File: config.mk
export PLATFORM = sky130hd
export DESIGN_NAME = patgen
export DESIGN_NICKNAME = d
export VERILOG_FILES = /design/src/rtl/pattern_pkg.sv /design/src/rtl/patgen_coord.sv /design/src/rtl/patgen.sv
export SDC_FILE = /design/constraint.sdc
export NUM_CORES = 1
export LEC_CHECK = 0
export ABC_AREA = 0
export CAP_MARGIN = 20
export CORE_MARGIN = 3
export CORE_UTILIZATION = 32
export CTS_CLUSTER_DIAMETER = 50
export DETAILED_ROUTE_END_ITERATION = 10
export GPL_ROUTABILITY_DRIVEN = 1
export GPL_TIMING_DRIVEN = 0
export PLACE_DENSITY_LB_ADDON = 0.12
export SYNTH_ARGS = -nofsm -noshare
export SYNTH_HDL_FRONTEND = slang
export SYNTH_HIERARCHICAL = 1
export SYNTH_SLANG_ARGS = --single-unit
File: constraint.sdc
create_clock -name DCLK -period 2.5 [get_ports DCLK]
set_input_delay 0.5 -clock DCLK [delete_from_list [all_inputs] [get_ports DCLK]]
set_output_delay 0.5 -clock DCLK [all_outputs]
set_load 0.01 [all_outputs]
File: src/rtl/pattern_pkg.sv
// Shared constants for the test-pattern generator.
//   - PSEL encodings for the eight patterns
//   - colour constants and the colour-bar table
//   - per-RESOL lookup of active width (HDO), active height (VDO) and bar width (BW).
//     The values match the display sync generator's resolution table.
package pattern_pkg;

  // Pattern select encodings
  localparam logic [2:0] PselBars   = 3'd0;
  localparam logic [2:0] PselRamp   = 3'd1;
  localparam logic [2:0] PselCheck  = 3'd2;
  localparam logic [2:0] PselScroll = 3'd3;
  localparam logic [2:0] PselRed    = 3'd4;
  localparam logic [2:0] PselGreen  = 3'd5;
  localparam logic [2:0] PselBlue   = 3'd6;
  localparam logic [2:0] PselBorder = 3'd7;

  typedef struct packed {
    logic [7:0] r;
    logic [7:0] g;
    logic [7:0] b;
  } rgb_t;

  localparam rgb_t ColBlack   = '{r: 8'h00, g: 8'h00, b: 8'h00};
  localparam rgb_t ColWhite   = '{r: 8'hFF, g: 8'hFF, b: 8'hFF};
  localparam rgb_t ColYellow  = '{r: 8'hFF, g: 8'hFF, b: 8'h00};
  localparam rgb_t ColCyan    = '{r: 8'h00, g: 8'hFF, b: 8'hFF};
  localparam rgb_t ColGreen   = '{r: 8'h00, g: 8'hFF, b: 8'h00};
  localparam rgb_t ColMagenta = '{r: 8'hFF, g: 8'h00, b: 8'hFF};
  localparam rgb_t ColRed     = '{r: 8'hFF, g: 8'h00, b: 8'h00};
  localparam rgb_t ColBlue    = '{r: 8'h00, g: 8'h00, b: 8'hFF};

  // Colour-bar order, left to right
  function automatic rgb_t bar_colour(input logic [2:0] idx);
    rgb_t c;
    case (idx)
      3'd0:    c = ColWhite;
      3'd1:    c = ColYellow;
      3'd2:    c = ColCyan;
      3'd3:    c = ColGreen;
      3'd4:    c = ColMagenta;
      3'd5:    c = ColRed;
      3'd6:    c = ColBlue;
      default: c = ColBlack;
    endcase
    return c;
  endfunction

  // Active pixels per line
  function automatic int unsigned res_hdo(input logic [1:0] resol);
    int unsigned v;
    case (resol)
      2'd0:    v = 640;
      2'd1:    v = 800;
      2'd2:    v = 1024;
      default: v = 1280;
    endcase
    return v;
  endfunction

  // Active lines per frame
  function automatic int unsigned res_vdo(input logic [1:0] resol);
    int unsigned v;
    case (resol)
      2'd0:    v = 480;
      2'd1:    v = 600;
      2'd2:    v = 768;
      default: v = 1024;
    endcase
    return v;
  endfunction

  // Colour-bar width: one eighth of the active width
  function automatic int unsigned res_bw(input logic [1:0] resol);
    int unsigned v;
    case (resol)
      2'd0:    v = 80;
      2'd1:    v = 100;
      2'd2:    v = 128;
      default: v = 160;
    endcase
    return v;
  endfunction

endpackage

File: src/rtl/patgen_coord.sv
// Raster position tracker for the pattern generator.
// Detects frame start (VSYNC falling edge) and line end (preDE falling edge) and keeps:
//   xcnt_o   - index of the pixel being produced on the next cycle (0 outside preDE)
//   ycnt_o   - line within the frame, cleared at frame start
//   fcnt_o   - frame counter, wraps
//   baridx_o - colour-bar index along the line
//   psel_o / resol_o - pattern and resolution latched at frame start
// Ports: DCLK, DRST_X (sync, active-low), resol_i, psel_i, vsync_x_i, prede_i in; the above out.
module patgen_coord
  import pattern_pkg::*;
#(
  parameter int unsigned CW = 11,
  parameter int unsigned FW = 8
) (
  input  logic          DCLK,
  input  logic          DRST_X,
  input  logic [1:0]    resol_i,
  input  logic [2:0]    psel_i,
  input  logic          vsync_x_i,
  input  logic          prede_i,
  output logic [CW-1:0] xcnt_o,
  output logic [CW-1:0] ycnt_o,
  output logic [FW-1:0] fcnt_o,
  output logic [2:0]    baridx_o,
  output logic [2:0]    psel_o,
  output logic [1:0]    resol_o
);

  logic          vsync_x_q, vsync_x_d;
  logic          prede_q, prede_d;
  logic [CW-1:0] xcnt_q, xcnt_d;
  logic [CW-1:0] ycnt_q, ycnt_d;
  logic [FW-1:0] fcnt_q, fcnt_d;
  logic [7:0]    barcnt_q, barcnt_d;
  logic [2:0]    baridx_q, baridx_d;
  logic [2:0]    psel_q, psel_d;
  logic [1:0]    resol_q, resol_d;

  logic frame_start;
  logic line_end;
  logic bar_last;

  assign frame_start = vsync_x_q & ~vsync_x_i;
  assign line_end    = prede_q & ~prede_i;
  assign bar_last    = (barcnt_q == 8'(res_bw(resol_q) - 1));

  always_comb begin
    vsync_x_d = vsync_x_i;
    prede_d   = prede_i;
    xcnt_d    = prede_i ? xcnt_q + 1'b1 : '0;
    ycnt_d    = ycnt_q;
    fcnt_d    = fcnt_q;
    psel_d    = psel_q;
    resol_d   = resol_q;
    barcnt_d  = '0;
    baridx_d  = '0;

    // Frame start takes priority over a coincident line end
    if (frame_start) begin
      ycnt_d  = '0;
      fcnt_d  = fcnt_q + 1'b1;
      psel_d  = psel_i;
      resol_d = resol_i;
    end else if (line_end) begin
      ycnt_d = ycnt_q + 1'b1;
    end

    if (prede_i) begin
      if (bar_last) begin
        barcnt_d = '0;
        baridx_d = baridx_q + 1'b1;
      end else begin
        barcnt_d = barcnt_q + 1'b1;
        baridx_d = baridx_q;
      end
    end
  end

  always_ff @(posedge DCLK) begin
    if (!DRST_X) begin
      vsync_x_q <= 1'b1;
      prede_q   <= 1'b0;
      xcnt_q    <= '0;
      ycnt_q    <= '0;
      fcnt_q    <= '0;
      barcnt_q  <= '0;
      baridx_q  <= '0;
      psel_q    <= '0;
      resol_q   <= '0;
    end else begin
      vsync_x_q <= vsync_x_d;
      prede_q   <= prede_d;
      xcnt_q    <= xcnt_d;
      ycnt_q    <= ycnt_d;
      fcnt_q    <= fcnt_d;
      barcnt_q  <= barcnt_d;
      baridx_q  <= baridx_d;
      psel_q    <= psel_d;
      resol_q   <= resol_d;
    end
  end

  assign xcnt_o   = xcnt_q;
  assign ycnt_o   = ycnt_q;
  assign fcnt_o   = fcnt_q;
  assign baridx_o = baridx_q;
  assign psel_o   = psel_q;
  assign resol_o  = resol_q;

endmodule

File: src/rtl/patgen.sv
// Test-pattern generator driven by the display sync generator's timing.
// Syncs and DE are delayed one cycle; RGB is registered in the same stage so all leave together.
// Ports:
//   DCLK, DRST_X (sync, active-low)       - clock and reset
//   RESOL, PSEL                           - resolution / pattern select, latched at frame start
//   HSYNC_X_I, VSYNC_X_I, PREDE_I         - timing from the sync generator
//   DSP_HSYNC_X, DSP_VSYNC_X, DSP_DE      - timing delayed by one cycle
//   DSP_R, DSP_G, DSP_B                   - pixel colour, zero outside DE
module patgen
  import pattern_pkg::*;
#(
  parameter int unsigned CW = 11,
  parameter int unsigned FW = 8
) (
  input  logic       DCLK,
  input  logic       DRST_X,
  input  logic [1:0] RESOL,
  input  logic [2:0] PSEL,
  input  logic       HSYNC_X_I,
  input  logic       VSYNC_X_I,
  input  logic       PREDE_I,
  output logic       DSP_HSYNC_X,
  output logic       DSP_VSYNC_X,
  output logic       DSP_DE,
  output logic [7:0] DSP_R,
  output logic [7:0] DSP_G,
  output logic [7:0] DSP_B
);

  logic [CW-1:0] xcnt;
  logic [CW-1:0] ycnt;
  logic [FW-1:0] fcnt;
  logic [2:0]    baridx;
  logic [2:0]    psel_lat;
  logic [1:0]    resol_lat;

  patgen_coord #(
    .CW (CW),
    .FW (FW)
  ) u_coord (
    .DCLK      (DCLK),
    .DRST_X    (DRST_X),
    .resol_i   (RESOL),
    .psel_i    (PSEL),
    .vsync_x_i (VSYNC_X_I),
    .prede_i   (PREDE_I),
    .xcnt_o    (xcnt),
    .ycnt_o    (ycnt),
    .fcnt_o    (fcnt),
    .baridx_o  (baridx),
    .psel_o    (psel_lat),
    .resol_o   (resol_lat)
  );

  rgb_t          pix;
  logic [CW-1:0] scroll_x;
  logic          border;

  always_comb begin
    // Scrolling checker shifts by one pixel per frame; the add wraps at CW bits
    scroll_x = xcnt + CW'(fcnt);
    border   = (xcnt == '0) || (xcnt == CW'(res_hdo(resol_lat) - 1)) ||
               (ycnt == '0) || (ycnt == CW'(res_vdo(resol_lat) - 1));
    pix      = ColBlack;
    case (psel_lat)
      PselBars:   pix = bar_colour(baridx);
      PselRamp:   pix = '{r: xcnt[7:0], g: xcnt[7:0], b: xcnt[7:0]};
      PselCheck:  pix = (xcnt[5] ^ ycnt[5]) ? ColWhite : ColBlack;
      PselScroll: pix = (scroll_x[5] ^ ycnt[5]) ? ColWhite : ColBlack;
      PselRed:    pix = ColRed;
      PselGreen:  pix = ColGreen;
      PselBlue:   pix = ColBlue;
      PselBorder: pix = border ? ColWhite : ColBlack;
      default:    pix = ColBlack;
    endcase
  end

  logic hsync_x_q, vsync_x_q, de_q;
  rgb_t rgb_q;

  always_ff @(posedge DCLK) begin
    if (!DRST_X) begin
      hsync_x_q <= 1'b1;
      vsync_x_q <= 1'b1;
      de_q      <= 1'b0;
      rgb_q     <= ColBlack;
    end else begin
      hsync_x_q <= HSYNC_X_I;
      vsync_x_q <= VSYNC_X_I;
      de_q      <= PREDE_I;
      rgb_q     <= PREDE_I ? pix : ColBlack;
    end
  end

  assign DSP_HSYNC_X = hsync_x_q;
  assign DSP_VSYNC_X = vsync_x_q;
  assign DSP_DE      = de_q;
  assign DSP_R       = rgb_q.r;
  assign DSP_G       = rgb_q.g;
  assign DSP_B       = rgb_q.b;

endmodule

## Word level (Yosys, flattened, before mapping)

Cells that the tools add are included.

- Bits of input ports: 10
- Bits in registers: 73
- Logic and storage cells: 66

- Add/sub/neg operators: 9
- Eq/ne operators: 18
- Reductions and logical operators: 11
- Bitwise logic cells: 7
- Multiplexer cells: 8

Operators by type and width:

| cell | count |
|---|---|
| 24-bit one-hot mux with 8 select lines | 1 |
| 24-bit one-hot mux with 7 select lines | 1 |
| 24-bit two-way mux | 3 |
| 11-bit one-hot mux with 3 select lines | 2 |
| 8-bit one-hot mux with 3 select lines | 1 |
| 11-bit by 1-bit adder with 11-bit output (second input constant) | 2 |
| 11-bit == test | 2 |
| 11-bit zero test | 2 |
| 11-bit by 1-bit subtractor with 11-bit output (second input constant) | 2 |
| 3-bit == test (second input constant) | 7 |
| 8-bit by 1-bit adder with 8-bit output (second input constant) | 2 |
| 3-bit by 2-bit == test with 1-bit output (second input constant) | 4 |
| 8-bit == test | 1 |
| 8-bit by 1-bit subtractor with 8-bit output (second input constant) | 1 |
| 6-bit adder | 1 |
| 3-bit by 1-bit == test with 1-bit output (second input constant) | 2 |
| 3-bit zero test | 2 |
| 3-bit by 1-bit adder with 3-bit output (second input constant) | 1 |
| 1-bit logical OR | 3 |
| 1-bit NOT | 3 |
| 3-bit OR reduction | 1 |
| 1-bit AND | 2 |
| 2-bit by 1-bit == test with 1-bit output (second input constant) | 1 |
| 2-bit == test (second input constant) | 1 |
| other kinds (4) | 5 |

## Logic depth before layout (Yosys ltp)

Gate-level depths: netlist of the first run.

- Depth in word-level cells: 9
- Depth in mapped cells: 8
- Depth with buffers taken out: 7

## Cells and area by module

The synthesis of the first run kept the hierarchy.

Modules (own cells, without submodules):

| module | instances | sequential area each (um^2) | area an instance (um^2) | cells each |
|---|---|---|---|---|
| patgen_coord | 1 | 960.9 | 2044.5 | 224 |
| patgen | 1 | 540.5 | 1599.0 | 172 |

## Worst setup path after synthesis of the first run

Ideal clock, no wire load.

- Kind: reg2reg
- Start: reg u_coord.resol_q[0], in the netlist u_coord/resol_o[0]
- End: reg rgb_q (netlist bit DSP_B[0])
- Setup time: 0.148 ns
- Slack: 0.430 ns
- Stages on the path, launching flop included: 9
- Path buffers: 1
- Data arrival time: 1.923 ns
- Cell sequence: dfxtp_1 > inv_1 > ha_1 > xor2_1 > xnor2_1 > nor4_2 > a211oi_2 > buf_6 > a31oi_2

- Word-level cells in the longest chain between the ends: 9
- Elaborated cells on any way between the ends: 14
- Classes of those cells: 2 x add/sub; 4 x eq/ne; 4 x mux; 4 x reduce/logical

Ends and longest elaborated chain:

| item | RTL line | RTL |
|---|---|---|
| start, declared | patgen_coord.sv:37 | `logic [1:0] resol_q, resol_d;` |
| start signal, assigned | patgen_coord.sv:99 | `resol_q <= resol_d;` |
| 2-bit == test (tied with other cells) | pattern_pkg.sv:52, pattern_pkg.sv:64 |  |
| 11-bit one-hot mux with 3 select lines | pattern_pkg.sv:52 | `case (resol)` |
| 11-bit by 1-bit subtractor with 11-bit output | patgen.sv:62 | `border = (xcnt == '0) \|\| (xcnt == CW'(res_hdo(resol_lat) - 1)) \|\|` |
| 11-bit == test | patgen.sv:62 |  |
| 1-bit logical OR (2 in series) | patgen.sv:62 |  |
| 1-bit logical OR (*) | patgen.sv:63 | `(ycnt == '0) \|\| (ycnt == CW'(res_vdo(resol_lat) - 1));` |
| 24-bit two-way mux (*) | patgen.sv:73 | `PselBorder: pix = border ? ColWhite : ColBlack;` |
| 24-bit one-hot mux with 8 select lines (*) | patgen.sv:65 | `case (psel_lat)` |
| end signal, assigned | patgen.sv:86 | `rgb_q <= ColBlack;` |
| end signal, assigned | patgen.sv:91 | `rgb_q <= PREDE_I ? pix : ColBlack;` |
| end, declared | patgen.sv:79 | `rgb_t rgb_q;` |

Every way passes the cells marked *; elsewhere a longest branch is shown, timed or not.
A chain may end at the register's enable or synchronous reset.

## Final worst setup path of the first run

- Start: reg u_coord.resol_q[0], in the netlist u_coord/resol_o[0]
- End: reg rgb_q (netlist bit DSP_B[4])

Same word-level chain as after synthesis.

==> impl_metrics.csv, run 1 <==
group,metric,value,unit
global_routing,antenna_found_initial,0,
clock_network,cts_setup_buffers,0,
drt,drt-met1-wl,3820,um
drt,met3_length,304,um
clock_network,root_buffer,"clkbuf_8",
power_and_ir_drop,ir_drop,357,uV
drt,drt_pass1_iterations,4,
clock_network,cts_sinks,73,
global_routing,overflow,0,
power_and_ir_drop,seqPwrFrac,47.1,%
drt,vias,2734,
run,maxCapViolCount,0,
clock_network,cts_buffers,9,
final_layout,multi_input_area,2020,um2
floorplan,die_h,111,um
worst_setup_path,cp.arrival,2.55,ns
clock_network,cts_tree,"built",
power_and_ir_drop,clockPowerShare,43.3,%
floorplan,start_util,33.7,%
global_routing,grt_max_degree,14,
sta,grt_setup_unrepaired,"no",
drt,drt_iter0_drc,87,
final_layout,nets,463,
sta,setup_viol,0,
clock_network,htree_num_levels,3,
floorplan,fp-row-count,37,
drt,routed_wl,7630,um
worst_setup_path,criticalPathCategory,"reg2reg",
worst_setup_path,cpMaxStageDelayCell,"dfxtp_1",
global_routing,grt.total_usage,12.8,%
run_status,status,"finished clean",
clock_network,clock_path_buffers,2,
sta,fmax,439,MHz
final_layout,stdcell_area,4360,um2
final_layout,num-fill-cells,1089,
sta,fin_crit,2.28,ns
power_and_ir_drop,internal_power,1.99,mW
sta,fin_ws,0.220,ns
worst_setup_path,rr_startpoint,"u_coord/resol_o[0]$_SDFFE_PN0P_",
drt,wl_per_cell,13.3,um
final_layout,synthToLayoutAreaGrowth,22.6,%
sta,finalHoldViolCount,0,
clock_network,cts.clk_slew.worst_paths,0.08,ns
clock_network,hold_buffers,0,
placed_design,gp_congestion,0.785,
final_layout,ff_latch_area,1460,um2
sta,fin_tns_setup,0,ns
global_routing,grt_pass1_vias,2665,
floorplan,core_area,10600,um2
power_and_ir_drop,power,2.60,mW
worst_setup_path,rr_endpoint,"DSP_B[4]$_SDFF_PN0_",
worst_setup_path,required,2.77,ns
worst_setup_path,rrSetupSlack,0.22,ns
clock_network,clock_latency,0.35,ns
placed_design,port_buffers,36,
min_path,min_from,"u_coord/psel_o[1]$_SDFFE_PN0P_",
final_layout,n_antenna_cell,0,
placed_design,dpl.cell_count,559,
drt,ant_nets,0,
placed_design,placed_area,4090,um2
global_routing,grt_pass1_wl,13100,um
placed_design,dp_slack,-0.0959,ns
yosys,synthCells,387,
floorplan,pin_count,37,
power_and_ir_drop,p_switching,0.613,mW
worst_setup_path,critPathMaxStageDelay,0.58,ns
power_and_ir_drop,p_leak,1.68,nW
placed_design,dp_hpwl,5550,um
drt,drc,0,
worst_setup_path,rr_worst_depth,8,
worst_setup_path,crit_chain,"inv_1 > ha_1 > xor2_1 > nand3_1 > a211oi_2 > a211oi_4 > buf_6 > a31oi_2",
worst_setup_path,critPathLaunchType,"flip-flop",
drt,viasPerCell,4.75,
sta,finalMaxSlewViolations,0,
yosys,yosysWarnings,6,
min_path,holdPathStages,2,
yosys,syn-cell-area,3550,um2
floorplan,die_w,111,um
power_and_ir_drop,powerDensity,597,nW/um2
sta,worstMarginPinSlew,0.933,ns
worst_setup_path,worstSetupEndpointType,"flip-flop",
sta,max_slew_margin,37.4,%
final_layout,drive_above_1_share,9.34,%
sta,fin_worst_skew,0.00658,ns
min_path,hold_path.class,"reg2reg",
drt,wl_met2,3390,um
power_and_ir_drop,netSwitchingFraction,23.6,%
worst_setup_path,path_max_fanout,10,
power_and_ir_drop,power_frac_comb,9.5,%
drt,dr.max_layer_used,"met4",
yosys,postSynthAreaPerCell,9.19,um2
floorplan,dieArea,12400,um2
sta,period_share,91.2,%
yosys,syn_nets,416,
min_path,hold_path_end,"u_coord/psel_o[1]$_SDFFE_PN0P_",
final_layout,fin_cells,575,
==> layer usage <==
layer  global-route usage (%)  vias up
met4                     4.87        0
met3                     2.61       11
met1                     17.5     1238
li1                         -     1443
met2                     19.9       42
met5                        0        -
==> power by group through the flow <==
stage | Combinational (mW) | Clock, mW | Sequential, mW
after floorplan | 0.131 | 0 | 1.26
after global placement | 0.249 | 0 | 1.25
after detailed placement | 0.250 | 0 | 1.26
after CTS | 0.250 | 1.16 | 1.23
after global routing | 0.276 | 1.21 | 1.23
final | 0.247 | 1.13 | 1.23
==> cells in the final DEF, fill, tap and decap left out, types with 3 or more instances in the layout <==
| cell type | n |
|---|---|
| a211oi_4 | 3 |
| a21boi_0 | 6 |
| a21o_1 | 9 |
| a21oi_1 | 10 |
| a31oi_1 | 6 |
| a31oi_2 | 9 |
| and2_1 | 8 |
| and3_1 | 4 |
| and4_1 | 3 |
| bufinv_16 | 3 |
| clkbuf_1 | 9 |
| clkbuf_8 | 9 |
| clkdlybuf4s50_1 | 36 |
| dfxtp_1 | 73 |
| ha_1 | 19 |
| inv_1 | 11 |
| nand2_1 | 28 |
| nand2b_1 | 5 |
| nand3_1 | 17 |
| nand4_1 | 9 |
| nor2_1 | 45 |
| nor2b_1 | 4 |
| nor3_1 | 16 |
| nor4_1 | 6 |
| o21ai_0 | 5 |
| o22ai_1 | 8 |
| or3_1 | 4 |
| xnor2_1 | 19 |
| xor2_1 | 24 |
==> worst max-delay path, delay by kind of cell (launching register included) <==
kind / cells / cell delay, ns
flip-flops: 1 / 0.58
adder cells (fa/ha/maj): 1 / 0.36
AO/OA/AOI/OAI: 3 / 0.68
XOR/XNOR: 1 / 0.16
AND/OR/NAND/NOR: 1 / 0.10
buffers and inverters: 2 / 0.31
==> what timing repair did <==
| item | 4_1_cts | 5_1_grt |
|---|---|---|
| setup endpoints to repair | 8 | 11 |
| gates cloned | 0 | 0 |
| pin swaps | 0 | 1 |
| gates resized for setup | 1 | 4 |
==> flip-flops by register name, summed over array words and instances, names as in the netlist <==
name and cells:
DSP_B 8, DSP_DE 1, DSP_G 8, DSP_HSYNC_X 1
DSP_R 8, DSP_VSYNC_X 1, u_coord/barcnt_q 8, u_coord/baridx_o 3
u_coord/fcnt_o 6, u_coord/prede_q 1, u_coord/psel_o 3, u_coord/resol_o 2
u_coord/vsync_x_q 1, u_coord/xcnt_o 11, u_coord/ycnt_o 11
==> how the worst max path moves through the flow <==
| stage | start | endpoint | slack [ns] | depth (start not counted) |
|---|---|---|---|---|
| floorplan | u_coord/resol_o[0]$_SDFFE_PN0P_ | DSP_B[0]$_SDFF_PN0_ | 0.43 | 8 |
| global placement | u_coord/resol_o[0]$_SDFFE_PN0P_ | DSP_G[2]$_SDFF_PN0_ | -0.05 | 6 |
| detailed placement | u_coord/resol_o[0]$_SDFFE_PN0P_ | DSP_G[0]$_SDFF_PN0_ | -0.1 | 6 |
| CTS | u_coord/resol_o[0]$_SDFFE_PN0P_ | DSP_B[4]$_SDFF_PN0_ | 0.08 | 7 |
| global route | u_coord/resol_o[0]$_SDFFE_PN0P_ | DSP_R[5]$_SDFF_PN0_ | 0.02 | 8 |
| finish | u_coord/resol_o[0]$_SDFFE_PN0P_ | DSP_B[4]$_SDFF_PN0_ | 0.22 | 8 |
==> layout make-up <==
type | count | area share [%]
Tap cell | 136 | 3.90
Sequential cell | 73 | 33.5
Multi-Input combinational cell | 290 | 46.3
Clock inverter | 7 | 2.73
Timing Repair Buffer | 36 | 8.27
Buffer | 13 | 1.52
Inverter | 11 | 0.947
Clock buffer | 9 | 2.84
==> stage by stage <==
| step | util [%] | hold slack (ns) |
|---|---|---|
| floorplan | - | 0.426 |
| global placement | 38.7 | 0.440 |
| detailed placement | 38.7 | 0.455 |
| CTS | 41.1 | 0.469 |
| global route | 41.3 | 0.507 |
| finish | 41.3 | 0.464 |
Power figures use the tool's default switching activity.
==> inputs of run 2 (changes only) <==
CAP_MARGIN = 5   (was 20)
==> results of run 2 <==
The final DEF is identical to that of run 1; final timing and power are the same.
==> inputs of run 3 (changes only) <==
CAP_MARGIN = 15   (was 5)
DONT_BUFFER_PORTS = 1   (was unset)
==> run 3 against run 2 <==
- count of clock-buffer cells in the layout increased by 2
- setup slack lost 0.069 ns
- wire length is 0.21% lower
- clock power down 5%
- hold slack worse by 0.25 ns
- highest routed layer unchanged
==> impl_metrics.csv, run 3 (synthesis gave the netlist of run 1 again) <==
group,metric,value,unit
final_layout,final_cell_mix,"dfxtp_1, nor2_1, nand2_1",
clock_network,htree_num_levels,3,
placed_design,port_buffers,0,
clock_network,cts.clk_slew.worst_paths,0.08,ns
drt,vias,2660,
global_routing,grt_pass1_wl,12900,um
power_and_ir_drop,p_switching,0.594,mW
clock_network,cts_buffers,9,
power_and_ir_drop,clockPowerShare,43.1,%
worst_setup_path,rr_endpoint,"DSP_R[5]$_SDFF_PN0_",
worst_setup_path,rrSetupSlack,0.15,ns
clock_network,cts_setup_buffers,0,
worst_setup_path,path_delay_family,"compound AO/OA/AOI/OAI gates",
run_status,status,"finished clean",
sta,period_share,94.0,%
final_layout,final_common_cell,"dfxtp_1",
worst_setup_path,rr_startpoint,"u_coord/resol_o[1]$_SDFFE_PN0P_",
placed_design,dp_hpwl,5500,um
global_routing,grt_max_degree,13,
sta,fmax,426,MHz
floorplan,die_h,111,um
floorplan,dieArea,12400,um2
drt,drt_iter0_drc,87,
drt,ant_nets,0,
worst_setup_path,cp.arrival,2.56,ns
power_and_ir_drop,power,2.48,mW
final_layout,num-fill-cells,1097,
power_and_ir_drop,ir_drop,387,uV
drt,routed_wl,7620,um
drt,drt_pass1_iterations,4,
drt,wl_per_cell,14.1,um
worst_setup_path,crit_chain,"inv_1 > ha_1 > xor2_1 > nor2_1 > nor4_2 > a211oi_4 > buf_6 > a31oi_2",
placed_design,dpl.cell_count,523,
placed_design,gp_congestion,0.778,
power_and_ir_drop,seqPwrFrac,50.3,%
sta,finalHoldViolCount,0,
worst_setup_path,path_buf_inv,2,
sta,worstMarginPinSlew,1.12,ns
sta,finalMaxSlewViolations,0,
final_layout,n_antenna_cell,0,
power_and_ir_drop,internal_power,1.88,mW
run,maxCapViolCount,0,
clock_network,clock_path_buffers,2,
floorplan,core_area,10600,um2
worst_setup_path,criticalPathCategory,"reg2reg",
global_routing,antenna_found_initial,0,
final_layout,drive_above_1_share,10.2,%
sta,fin_crit,2.35,ns
floorplan,die_w,111,um
min_path,holdPathStages,1,
floorplan,fp-row-count,37,
global_routing,grt.total_usage,12.8,%
global_routing,overflow,0,
sta,hold_ws,0.214,ns
min_path,hold_path_end,"u_coord/vsync_x_q$_SDFF_PN1_",
drt,drc,0,
worst_setup_path,rr_worst_depth,8,
final_layout,stdcell_area,3980,um2
floorplan,pin_count,37,
final_layout,synthToLayoutAreaGrowth,11.9,%
power_and_ir_drop,netSwitchingFraction,24.0,%
final_layout,fin_cells,539,
worst_setup_path,worstSetupEndpointType,"flip-flop",
clock_network,clock_latency,0.35,ns
floorplan,start_util,33.7,%
power_and_ir_drop,powerDensity,623,nW/um2
sta,fin_worst_skew,0.00930,ns
min_path,hold_path.class,"in2reg",
worst_setup_path,critPathMaxStageDelay,0.47,ns
worst_setup_path,cpMaxStageDelayCell,"dfxtp_1",
power_and_ir_drop,power_frac_comb,6.6,%
drt,viasPerCell,4.94,
global_routing,grt_pass1_vias,2565,
clock_network,cts_tree,"built",
clock_network,root_buffer,"clkbuf_8",
sta,setup_viol,0,
sta,max_slew_margin,25.0,%
final_layout,fin_util,37.7,%
worst_setup_path,required,2.71,ns
placed_design,placed_area,3720,um2
power_and_ir_drop,p_leak,1.54,nW
min_path,min_from,"DRST_X",
final_layout,nets,427,
clock_network,cts_sinks,73,
worst_setup_path,critPathLaunchType,"flip-flop",
worst_setup_path,path_max_fanout,10,
## run 3: worst max path at each step
stage,startpoint,to,slack (ns),cells past startpoint
after detailed placement,u_coord/resol_o[1]$_SDFFE_PN0P_,DSP_G[2]$_SDFF_PN0_,-0.05,7
final,u_coord/resol_o[1]$_SDFFE_PN0P_,DSP_R[5]$_SDFF_PN0_,0.15,8
after CTS,u_coord/resol_o[0]$_SDFFE_PN0P_,DSP_B[4]$_SDFF_PN0_,0.05,8
after global placement,u_coord/resol_o[0]$_SDFFE_PN0P_,DSP_G[2]$_SDFF_PN0_,-0.003,6
after global routing,u_coord/resol_o[1]$_SDFFE_PN0P_,DSP_B[3]$_SDFF_PN0_,-0.01,8
after floorplan,u_coord/resol_o[0]$_SDFFE_PN0P_,DSP_B[0]$_SDFF_PN0_,0.43,8
## run 3: power by group through the flow
stage,logic [mW],clock network [mW],registers (mW)
after floorplan,0.131,0,1.26
after global placement,0.161,0,1.27
after detailed placement,0.163,0,1.27
after CTS,0.164,1.11,1.25
after global routing,0.185,1.15,1.25
final,0.163,1.07,1.25
## run 3: what timing repair did
action                                  in CTS  in global routing
hold endpoints to repair                     0                  0
cloned                                       0                  0
hold buffers                                 0                  0
endpoints found under the setup margin      18                 20
gates resized for setup                      2                  2
pin swaps                                    0                  1
## run 3: routing by layer
metal | up-vias | part of all wire [%] | GRT usage (%)
met5 | - | 0 | 0
met4 | 0 | 2.5 | 5.27
met3 | 17 | 3.9 | 4.02
met2 | 46 | 44 | 19.5
met1 | 1222 | 49 | 17.0
li1 | 1375 | - | -
## run 3: layout make-up
cell class	count	area, um2	share of cell area, %
multi-input cells	290	2010	50.5
clock buffers	11	151	3.81
flip-flops and latches	73	1460	36.7
clock inverters	5	77.6	1.95
plain buffers	13	66.3	1.67
inverters	11	41.3	1.04
well taps	136	170	4.28
## run 3: per-stage QoR
| stage | setup TNS, ns | setup slack [ns] |
|---|---|---|
| finish | 0 | 0.150 |
| global route | -0.0484 | -0.0112 |
| CTS | 0 | 0.0461 |
| detailed placement | -0.319 | -0.0532 |
| global placement | -0.00251 | -0.00251 |
| floorplan | 0 | 0.430 |
## run 3: worst reg2reg max path, delay by kind of cell (launching register included)
family	cells	cell delay, ns
and+or+nand+nor	2	0.32
buffers and inverters	2	0.38
adders and majority gates	1	0.29
AOI/OAI and AO/OA	2	0.54
DFF	1	0.47
xor gates and xnor gates	1	0.21
